==> src/rtl/plot_scheduler.sv <==
// Shares the vga_adapter plot port between a full-screen clear sweep, the
// cell-load path and the simulation path, expanding each cell into a pixel block.
module plot_scheduler #(
  parameter int CELL_SIZE = 4,
  parameter int SCREEN_W  = 160,
  parameter int SCREEN_H  = 120
) (
  input  logic       clock,
  input  logic       reset_n,
  input  logic       clear_req,
  input  logic       ld_valid,
  input  logic [7:0] ld_x,
  input  logic [7:0] ld_y,
  input  logic [2:0] ld_colour,
  output logic       ld_ready,
  input  logic       sim_valid,
  input  logic [7:0] sim_x,
  input  logic [7:0] sim_y,
  input  logic [2:0] sim_colour,
  output logic       sim_ready,
  output logic [7:0] vga_x,
  output logic [7:0] vga_y,
  output logic [2:0] vga_colour,
  output logic       vga_plot,
  output logic       busy,
  output logic       err_oob
);

  typedef enum logic [1:0] {CLEAR_START, CLEAR, IDLE, FILL} state_e;

  localparam logic [10:0] CS_W   = 11'(CELL_SIZE);
  localparam logic [10:0] SW_W   = 11'(SCREEN_W);
  localparam logic [10:0] SH_W   = 11'(SCREEN_H);
  localparam logic [7:0]  X_LAST = 8'(SCREEN_W - 1);
  localparam logic [7:0]  Y_LAST = 8'(SCREEN_H - 1);
  localparam logic [3:0]  D_LAST = 4'(CELL_SIZE - 1);

  state_e      state_q, state_d;
  logic [7:0]  vga_x_q, vga_x_d;
  logic [7:0]  vga_y_q, vga_y_d;
  logic [2:0]  vga_colour_q, vga_colour_d;
  logic        vga_plot_q, vga_plot_d;
  logic        err_oob_q, err_oob_d;
  logic        clear_pending_q, clear_pending_d;
  logic [10:0] ox_q, ox_d;
  logic [10:0] oy_q, oy_d;
  logic [3:0]  dx_q, dx_d;
  logic [3:0]  dy_q, dy_d;

  logic        take_ld;
  logic        take_sim;
  logic [7:0]  req_x;
  logic [7:0]  req_y;
  logic [2:0]  req_colour;
  logic [10:0] req_ox;
  logic [10:0] req_oy;
  logic        req_oob;

  logic        fill_last;
  logic [3:0]  dx_nx;
  logic [3:0]  dy_nx;
  logic [10:0] px_nx;
  logic [10:0] py_nx;
  logic        nx_visible;

  // Handshake: load wins over simulation, and any clear request blocks both.
  assign ld_ready  = (state_q == IDLE) && !clear_req && !clear_pending_q;
  assign sim_ready = ld_ready && !ld_valid;
  assign take_ld   = ld_valid && ld_ready;
  assign take_sim  = sim_valid && sim_ready;

  assign req_x      = take_ld ? ld_x      : sim_x;
  assign req_y      = take_ld ? ld_y      : sim_y;
  assign req_colour = take_ld ? ld_colour : sim_colour;

  // Origin kept at 11 bits so cells far off-screen are not aliased back on.
  assign req_ox  = 11'(req_x) * CS_W;
  assign req_oy  = 11'(req_y) * CS_W;
  assign req_oob = (req_ox >= SW_W) || (req_oy >= SH_W);

  assign fill_last  = (dx_q == D_LAST) && (dy_q == D_LAST);
  assign dx_nx      = (dx_q == D_LAST) ? 4'd0 : dx_q + 4'd1;
  assign dy_nx      = (dx_q == D_LAST) ? dy_q + 4'd1 : dy_q;
  assign px_nx      = ox_q + 11'(dx_nx);
  assign py_nx      = oy_q + 11'(dy_nx);
  assign nx_visible = (px_nx < SW_W) && (py_nx < SH_W);

  always_comb begin
    // NOTE: every signal driven here gets a default first, so no path can
    // leave one unassigned and infer a latch.
    state_d         = state_q;
    vga_x_d         = vga_x_q;
    vga_y_d         = vga_y_q;
    vga_colour_d    = vga_colour_q;
    vga_plot_d      = 1'b0;
    err_oob_d       = 1'b0;
    clear_pending_d = clear_pending_q;
    ox_d            = ox_q;
    oy_d            = oy_q;
    dx_d            = dx_q;
    dy_d            = dy_q;

    unique case (state_q)
      CLEAR_START: begin
        vga_x_d      = 8'd0;
        vga_y_d      = 8'd0;
        vga_colour_d = 3'd0;
        vga_plot_d   = 1'b1;
        state_d      = CLEAR;
      end

      CLEAR: begin
        if (vga_x_q == X_LAST) begin
          if (vga_y_q == Y_LAST) begin
            state_d = IDLE;
          end else begin
            vga_x_d    = 8'd0;
            vga_y_d    = vga_y_q + 8'd1;
            vga_plot_d = 1'b1;
          end
        end else begin
          vga_x_d    = vga_x_q + 8'd1;
          vga_plot_d = 1'b1;
        end
      end

      IDLE: begin
        if (clear_req || clear_pending_q) begin
          vga_x_d         = 8'd0;
          vga_y_d         = 8'd0;
          vga_colour_d    = 3'd0;
          vga_plot_d      = 1'b1;
          clear_pending_d = 1'b0;
          state_d         = CLEAR;
        end else if (take_ld || take_sim) begin
          if (req_oob) begin
            err_oob_d = 1'b1;
          end else begin
            ox_d         = req_ox;
            oy_d         = req_oy;
            dx_d         = 4'd0;
            dy_d         = 4'd0;
            vga_x_d      = req_ox[7:0];
            vga_y_d      = req_oy[7:0];
            vga_colour_d = req_colour;
            vga_plot_d   = 1'b1;
            state_d      = FILL;
          end
        end
      end

      FILL: begin
        clear_pending_d = clear_pending_q || clear_req;
        if (fill_last) begin
          state_d = IDLE;
        end else begin
          dx_d = dx_nx;
          dy_d = dy_nx;
          // Clipped pixels still take their cycle; coordinates hold.
          if (nx_visible) begin
            vga_x_d    = px_nx[7:0];
            vga_y_d    = py_nx[7:0];
            vga_plot_d = 1'b1;
          end
        end
      end
    endcase
  end

  always_ff @(posedge clock) begin
    // NOTE: state registers use non-blocking assignments so every flop
    // samples the pre-edge value of every other flop.
    if (!reset_n) begin
      state_q         <= CLEAR_START;
      vga_x_q         <= 8'd0;
      vga_y_q         <= 8'd0;
      vga_colour_q    <= 3'd0;
      vga_plot_q      <= 1'b0;
      err_oob_q       <= 1'b0;
      clear_pending_q <= 1'b0;
      ox_q            <= 11'd0;
      oy_q            <= 11'd0;
      dx_q            <= 4'd0;
      dy_q            <= 4'd0;
    end else begin
      state_q         <= state_d;
      vga_x_q         <= vga_x_d;
      vga_y_q         <= vga_y_d;
      vga_colour_q    <= vga_colour_d;
      vga_plot_q      <= vga_plot_d;
      err_oob_q       <= err_oob_d;
      clear_pending_q <= clear_pending_d;
      ox_q            <= ox_d;
      oy_q            <= oy_d;
      dx_q            <= dx_d;
      dy_q            <= dy_d;
    end
  end

  assign vga_x      = vga_x_q;
  assign vga_y      = vga_y_q;
  assign vga_colour = vga_colour_q;
  assign vga_plot   = vga_plot_q;
  assign err_oob    = err_oob_q;
  assign busy       = (state_q != IDLE);

endmodule

==> config.mk <==
export PLATFORM = sky130hd
export DESIGN_NAME = plot_scheduler
export DESIGN_NICKNAME = d
export VERILOG_FILES = /design/src/rtl/plot_scheduler.sv
export SDC_FILE = /design/constraint.sdc
export NUM_CORES = 1
export LEC_CHECK = 0
export CORE_MARGIN = 4
export CORE_UTILIZATION = 25
export CTS_BUF_LIST = sky130_fd_sc_hd__clkbuf_4 sky130_fd_sc_hd__clkbuf_8
export CTS_CLUSTER_SIZE = 30
export DETAILED_ROUTE_END_ITERATION = 8
export PLACE_DENSITY = 0.47
export SETUP_SLACK_MARGIN = 0.3
export SYNTH_ARGS = -nofsm -noshare
export SYNTH_HDL_FRONTEND = slang
export SYNTH_SLANG_ARGS = --single-unit
==> constraint.sdc <==
create_clock -name clock -period 5.86 [get_ports clock]
set_input_delay 1.172 -clock clock [delete_from_list [all_inputs] [get_ports clock]]
set_output_delay 1.172 -clock clock [all_outputs]
set_load 0.05 [all_outputs]
==> impl_results.md, run 1 <==
* Status: complete, no violations
* Count of pins over their slew limit at 0
* Number of buffers between clock root and the deepest sink at 2
* Post-Synth XOR/XNOR Area at 0.0496
* Count of port buffers added during placement at 66
* Area of the multi-input gates at around 2100 µm²
* Post-Syn Instances at 382
* Hold violation total from the final report at 0
* Worst hold margin at between 0.4 and 0.5 ns
* Antenna-violating nets left at 0
* Combined area of all synthesized cells at roughly 3200 µm²
* Commonest cells post-synth: sky130_fd_sc_hd__dfxtp_1 (48), sky130_fd_sc_hd__a21oi_1 (35), sky130_fd_sc_hd__mux2i_1 (34)
* Tightest Pin Transition at 0.875 ns
* Clock latency on the worst-skew pair at 0.32 ns
* Vias after detailed routing at 3,113
* Worst setup slack for register-to-register paths at 1.76 ns
* Min Tclk post-route at 4.65 ns
* Number of endpoints failing setup at the final stage at 0
* Relative slew slack at 0.416
* Placed insts at 598
* Basic-gate share of the synthesized area counting and, or, nand and nor cells at 0.229
* Post-synth EDFFs at 0
* Layout filler cell count at 1,312
* Number of detailed-route iterations in the first pass at 6
* Library cell used as clock root buffer: sky130_fd_sc_hd__clkbuf_8
* Ordered cell list for the critical path: clkdlybuf4s50_1, or4b_1, nor2_1, clkdlybuf4s50_1
* Clock transition at the registers of the reported paths at 0.11 ns
* Number of cells traversed by the worst register-to-register path at 12
* Post-route non-filler standard cell count at 606
* Effective utilization at floorplan at 0.260
* Hold wc startpoint: dx_q[1]
* Maximum achievable frequency at between 0.2 and 0.25 GHz
* Cell area after placement at between 3000 and 4000 µm²
* H-tree levels at 2
* DIE AREA at approximately 15,000 µm²
* Die span in y at ~120 µm
* TritonCTS clock tree: built
* Number of placement rows at 40
* Classification of the worst setup path: input port to output pin
* RSZ-0062 raised after global routing: false
* Initial antenna violation count at 0
* Total Nets Final at 490
* Dominant combinational cell family by area after synthesis: simple AND/OR/NAND/NOR gates
* HPWL after detailed placement at 7720 µm
* Core region area at 12,200 µm²
* Terminating pin of the worst hold path: dx_q[1]
* First-pass GRT wire length at 16,400 µm
* Startpoint of the most critical setup path: clear_req
* Clock sinks at 48
* Post-layout instance area at 4110 µm²
* Cell type of the slowest stage on the worst timing path: sky130_fd_sc_hd__clkdlybuf4s50_1
* Total nets after synthesis at around 440
* Largest area contributor in the synthesized netlist: sky130_fd_sc_hd__dfxtp_1
* Initial DRC count at 216
* CP max stage delay at 0.85 ns
* Reg-to-reg critical path startpoint: dx_q[0]
* Top area cells in the synthesized netlist: sky130_fd_sc_hd__dfxtp_1 (30%), sky130_fd_sc_hd__mux2i_1 (11%), sky130_fd_sc_hd__a21oi_1 (5.5%)
* Post-detailed-route wirelength per cell at 17.0 µm
* RePlAce Congestion at 0.893
* Reported leakage power at 1.57 nW
* FF+latch count, synth at 48
* Sequential cell area at 961 µm²
* Number of max-capacitance violations reported at 0
* Overall routing resource usage at 0.142
* Vias/cell at 5.14
* Number of setup buffers added after CTS at 0
* Synthesized-area fraction occupied by ao, oa, aoi and oai cells at 0.213
* Adder and majority gate portion of the synthesized area at 0.0441
* Pin count of the biggest net entering global routing at 24
* IR drop worst, VDD at 0.0833 mV
* Final antenna diode count at 0
* Cell count of the worst hold path at 2
* Sequential share of the synthesized area at 0.303
* Hold/Removal Path Class: register to register
* DRC violations left at 0
* Worst reg2reg path endpoint: vga_y[0]
* Critical Path Start Type: input port
* Cell with the most instances after synthesis: sky130_fd_sc_hd__dfxtp_1
* Top cell by count, worst path: sky130_fd_sc_hd__clkdlybuf4s50_1
* CP max FO at 13
* Ratio of cells with drive above 1 in the final layout at 0.0799
* Async set-reset flop share out of synthesis at 0
* Mean instance size in the synthesized netlist at 8.31 µm²
* Routed wire length at 10,300 µm
* Required time at the endpoint of the critical path at 4.69 ns
* Number of global-route vias before repair at approximately 3,000
* CTS hold repair buffers at 0
* TritonCTS Buffers at 5
* Final setup TNS at 0 ns
* Multiplexer area fraction after synthesis at 0.118
* Data arrival time of the worst path at 3.48 ns
* Synthesis Warnings at 0
* Congestion Overflow GR at 0
* Kind of capture point of the worst setup path: output pin
* Final critical-path share of the clock period at 0.794
* Power per unit of standard cell area at between 150 and 200 nW/µm²
* Resized cells post-CTS at 0
* Final worst clock skew at 0.0106 ns
* IO Count at 67
* Post-synth cell types at 62
* Area share of the largest cell type after synthesis at 0.303
* Horiz. Die Dim at 121 µm
* Most frequently used flop master after synthesis: sky130_fd_sc_hd__dfxtp_1
* P&R area growth vs syn at 29.4%
sequential cells by signal, indices dropped and copies added, names as in the netlist, 2 cells and up:
signal and flops:
vga_y 8, oy_q 8, dx_q 4, state_q 2
vga_colour 3, vga_x 8, dy_q 4, ox_q 8
kinds of logic (layout without fill, tap and decap cells):
logic type               count (synthesis)  count (layout)
AND/OR/NAND/NOR                        136             136
AO/OA/AOI/OAI                          100             100
flip-flops                              48              48
multiplexers                            37              37
buffers and inverters                   33              89
XOR/XNOR                                18              18
adder cells (fa/ha/maj)                 10              10
power breakdown:
group,switching [mW],internal (mW),leakage [nW]
Combinational,0.0448,0.0452,1.12
Clock,0.130,0.129,0.0583
Sequential,0.00566,0.329,0.388
Total,0.180,0.503,1.57
critical path: cells and delay by family:
| kind | cells | cell delay, ns |
|---|---|---|
| buffers and inverters | 2 | 1.26 |
| and+or+nand+nor | 2 | 1.03 |
layout make-up:
type,count,area share
inverters,7,0.00639
repair buffers,74,0.175
flip-flops and latches,48,0.234
well taps,168,0.0512
multi-input cells,301,0.505
clock inverters,3,0.0116
clock buffers,5,0.0167
worst max path at each step:
stage	end	slack (ns)
floorplan	sim_ready	1.97
global placement	sim_ready	1.17
detailed placement	sim_ready	1.18
CTS	sim_ready	1.16
global route	sim_ready	1.08
finish	sim_ready	1.21
stage by stage:
stage,setup WS [ns],total power [mW],utilization
floorplan,1.97,0.383,-
global placement,1.17,0.433,0.327
detailed placement,1.18,0.432,0.327
CTS,1.16,0.690,0.336
global route,1.08,0.709,0.336
finish,1.21,0.683,0.336
cell usage in the layout, fill, tap and decap left out, drive strengths merged, types with 8 or more instances in the layout:
cell type	n
nor3	13
a311oi	12
o21ai	18
a21oi	35
nand3	11
buf	8
nand2	25
clkdlybuf4s50	66
and3	8
ha	8
mux2i	34
xnor2	9
xor2	9
dfxtp	48
nor2	36
nand4	13
routing by layer:
layer / global-route usage / wire length, µm
met2: 0.223 / 4680
met1: 0.196 / 4910
met5: 0 / 0
met4: 0.0297 / 115
met3: 0.0355 / 575
Note: power is estimated with default switching activity, not from simulation.
==> inputs of run 2 (changes only) <==
- clock period: 5.86 -> 4.7 ns (I/O delays scaled with it)
==> run 2 against run 1 <==
Effect of this change: non-clock buffer count increased by 5; total power increased by 25%; clock-buffer cell count unchanged; critical path type unchanged.
==> impl_results.md, run 2 (synthesized netlist as in run 1, its figures left out) <==
* DRC violations left at 0 (unchanged)
* Hold/Removal Path Class: register to register
* Crit path setup slack, layout at 0.709 ns (-0.498 ns)
* Cell type of the slowest stage on the worst timing path: sky130_fd_sc_hd__clkdlybuf4s50_1
* Overall routing resource usage at 0.144 (+0.00224)
* Clock sinks at 48 (unchanged)
* Vias/cell at 5.15 (+0.17%)
* Reported leakage power at 1.59 nW (+1.3%)
* H-tree levels at 2 (unchanged)
* Number of global-route vias before repair at 3,156 (+2.6%)
* Final antenna diode count at 0 (unchanged)
* Number of setup buffers added after CTS at 0 (unchanged)
* CP max FO at 7 (-6)
* Placed insts at 603 (+0.84%)
* TritonCTS Buffers at 5 (unchanged)
* Kind of capture point of the worst setup path: output pin
* DIE AREA at 14,600 µm² (unchanged)
* Post-route non-filler standard cell count at 611 (+0.83%)
* Ordered cell list for the critical path: clkdlybuf4s50_1, or4b_1, nor2_1, clkdlybuf4s50_1
* Die span in y at 121 µm (unchanged)
* Final setup TNS at 0 ns (unchanged)
* Final critical-path share of the clock period at 0.849
* Library cell used as clock root buffer: sky130_fd_sc_hd__clkbuf_8
* Number of detailed-route iterations in the first pass at 4 (-2)
* Post-layout instance area at 4150 µm² (+0.88%)
* Worst-case setup slack after placement at 0.690 ns (-0.489 ns)
* Ratio of cells with drive above 1 in the final layout at 0.0903 (+0.0104)
* Number of endpoints failing setup at the final stage at 0 (unchanged)
* Count of port buffers added during placement at 66 (unchanged)
* Required time at the endpoint of the critical path at 3.76 ns (-0.93 ns)
* Initial antenna violation count at 0 (unchanged)
* Most used cells in the layout excluding fill and tap cells: sky130_fd_sc_hd__clkdlybuf4s50_1 (66), sky130_fd_sc_hd__dfxtp_1 (48), sky130_fd_sc_hd__a21oi_1 (35)
* Final worst clock skew at 0.0172 ns (+0.00655 ns)
* Initial DRC count at 185 (-14%)
* Cell area after placement at 4030 µm² (+0.94%)
* P&R area growth vs syn at 30.5%
* Resized cells post-CTS at 0 (unchanged)
* Core region area at 12,200 µm² (unchanged)
* Antenna-violating nets left at 0 (unchanged)
* Number of max-capacitance violations reported at 0 (unchanged)
* Post-detailed-route wirelength per cell at 17.1 µm (+0.58%)
* Relative slew slack at 0.490 (+0.0732)
* Hold violation total from the final report at 0 (unchanged)
* Min Tclk post-route at 3.99 ns
* Most common cell after layout, fill and taps aside: sky130_fd_sc_hd__clkdlybuf4s50_1
* Top cell by count, worst path: sky130_fd_sc_hd__clkdlybuf4s50_1
* Total Nets Final at 495 (+1.0%)
* Power per unit of standard cell area at 206 nW/µm² (+24%)
* TritonCTS clock tree: built
* Horiz. Die Dim at 121 µm (unchanged)
* First-pass GRT wire length at 16,800 µm (+2.2%)
* IO Count at 67 (unchanged)
* Status: complete, no violations
* HPWL after detailed placement at 7780 µm (+0.84%)
* Congestion Overflow GR at 0 (unchanged)
* CP max stage delay at 0.84 ns (about the same)
* Clock latency on the worst-skew pair at 0.33 ns (about the same)
* Effective utilization at floorplan at 0.260 (unchanged)
* Clock transition at the registers of the reported paths at 0.10 ns (about the same)
* Routed wire length at 10,400 µm (+1.4%)
* Pin count of the biggest net entering global routing at 23 (-4.2%)
* Number of buffers between clock root and the deepest sink at 2 (unchanged)
* Number of placement rows at 40 (unchanged)
* Count of pins over their slew limit at 0 (unchanged)
* RSZ-0062 raised after global routing: false
* Tightest Pin Transition at 0.760 ns (-0.116 ns)
* IR drop worst, VDD at 0.104 mV (+25%)
* Maximum achievable frequency at between 0.2 and 0.3 GHz
* RePlAce Congestion at 0.811 (-9.2%)
* Critical Path Start Type: input port
* Layout filler cell count at 1,307 (-0.38%)
* Data arrival time of the worst path at 3.05 ns (-0.43 ns)
* Vias after detailed routing at 3,144 (+1.0%)
* CTS hold repair buffers at 0 (unchanged)
* Classification of the worst setup path: input port to output pin
-- run 2: stage by stage --
stage               utilization  power (mW)  hold WS (ns)
floorplan                     -       0.478         0.444
global placement          0.330       0.541         0.457
detailed placement        0.330       0.541         0.466
CTS                       0.339       0.864         0.482
global route              0.339       0.887         0.506
finish                    0.339       0.852         0.477
-- run 2: power by group --
group	total, mW	internal, mW	switching, mW
Clock	0.321	0.161	0.161
Sequential	0.415	0.410	0.00502
Combinational	0.115	0.0569	0.0584
Total	0.852	0.628	0.224
-- run 2: path summary, 6_finish.rpt --
check	from	to	slack, ns	cells after the start
hold / removal	dx_q[1]	dx_q[1]	0.48	2
setup / recovery	clear_req	sim_ready	0.71	4
hold reg to reg	dx_q[1]	dx_q[1]	0.48	2
setup reg to reg	dx_q[0]	vga_y[0]	1.10	13
-- run 2: layout make-up --
| cell class | count | area, µm² | area share |
|---|---|---|---|
| multi-input combinational | 301 | 2070 | 0.500 |
| timing repair buffer | 79 | 758 | 0.183 |
| inverter | 7 | 26.3 | 0.00634 |
| tap | 168 | 210 | 0.0507 |
| sequential | 48 | 961 | 0.232 |
| clock inverter | 3 | 46.3 | 0.0112 |
| clock buffer | 5 | 68.8 | 0.0166 |
-- run 2: worst max-delay path: cells and delay by family --
kind / cells / cell delay [ns]
AND/OR/NAND/NOR: 2 / 0.84
buffers and inverters: 2 / 1.27
-- run 2: layer usage --
metal,part of all wire,vias up,GRT usage
li1,-,1546,-
met1,0.47,1508,0.196
met2,0.46,78,0.231
met3,0.056,12,0.0299
met4,0.017,0,0.0390
met5,0,-,0
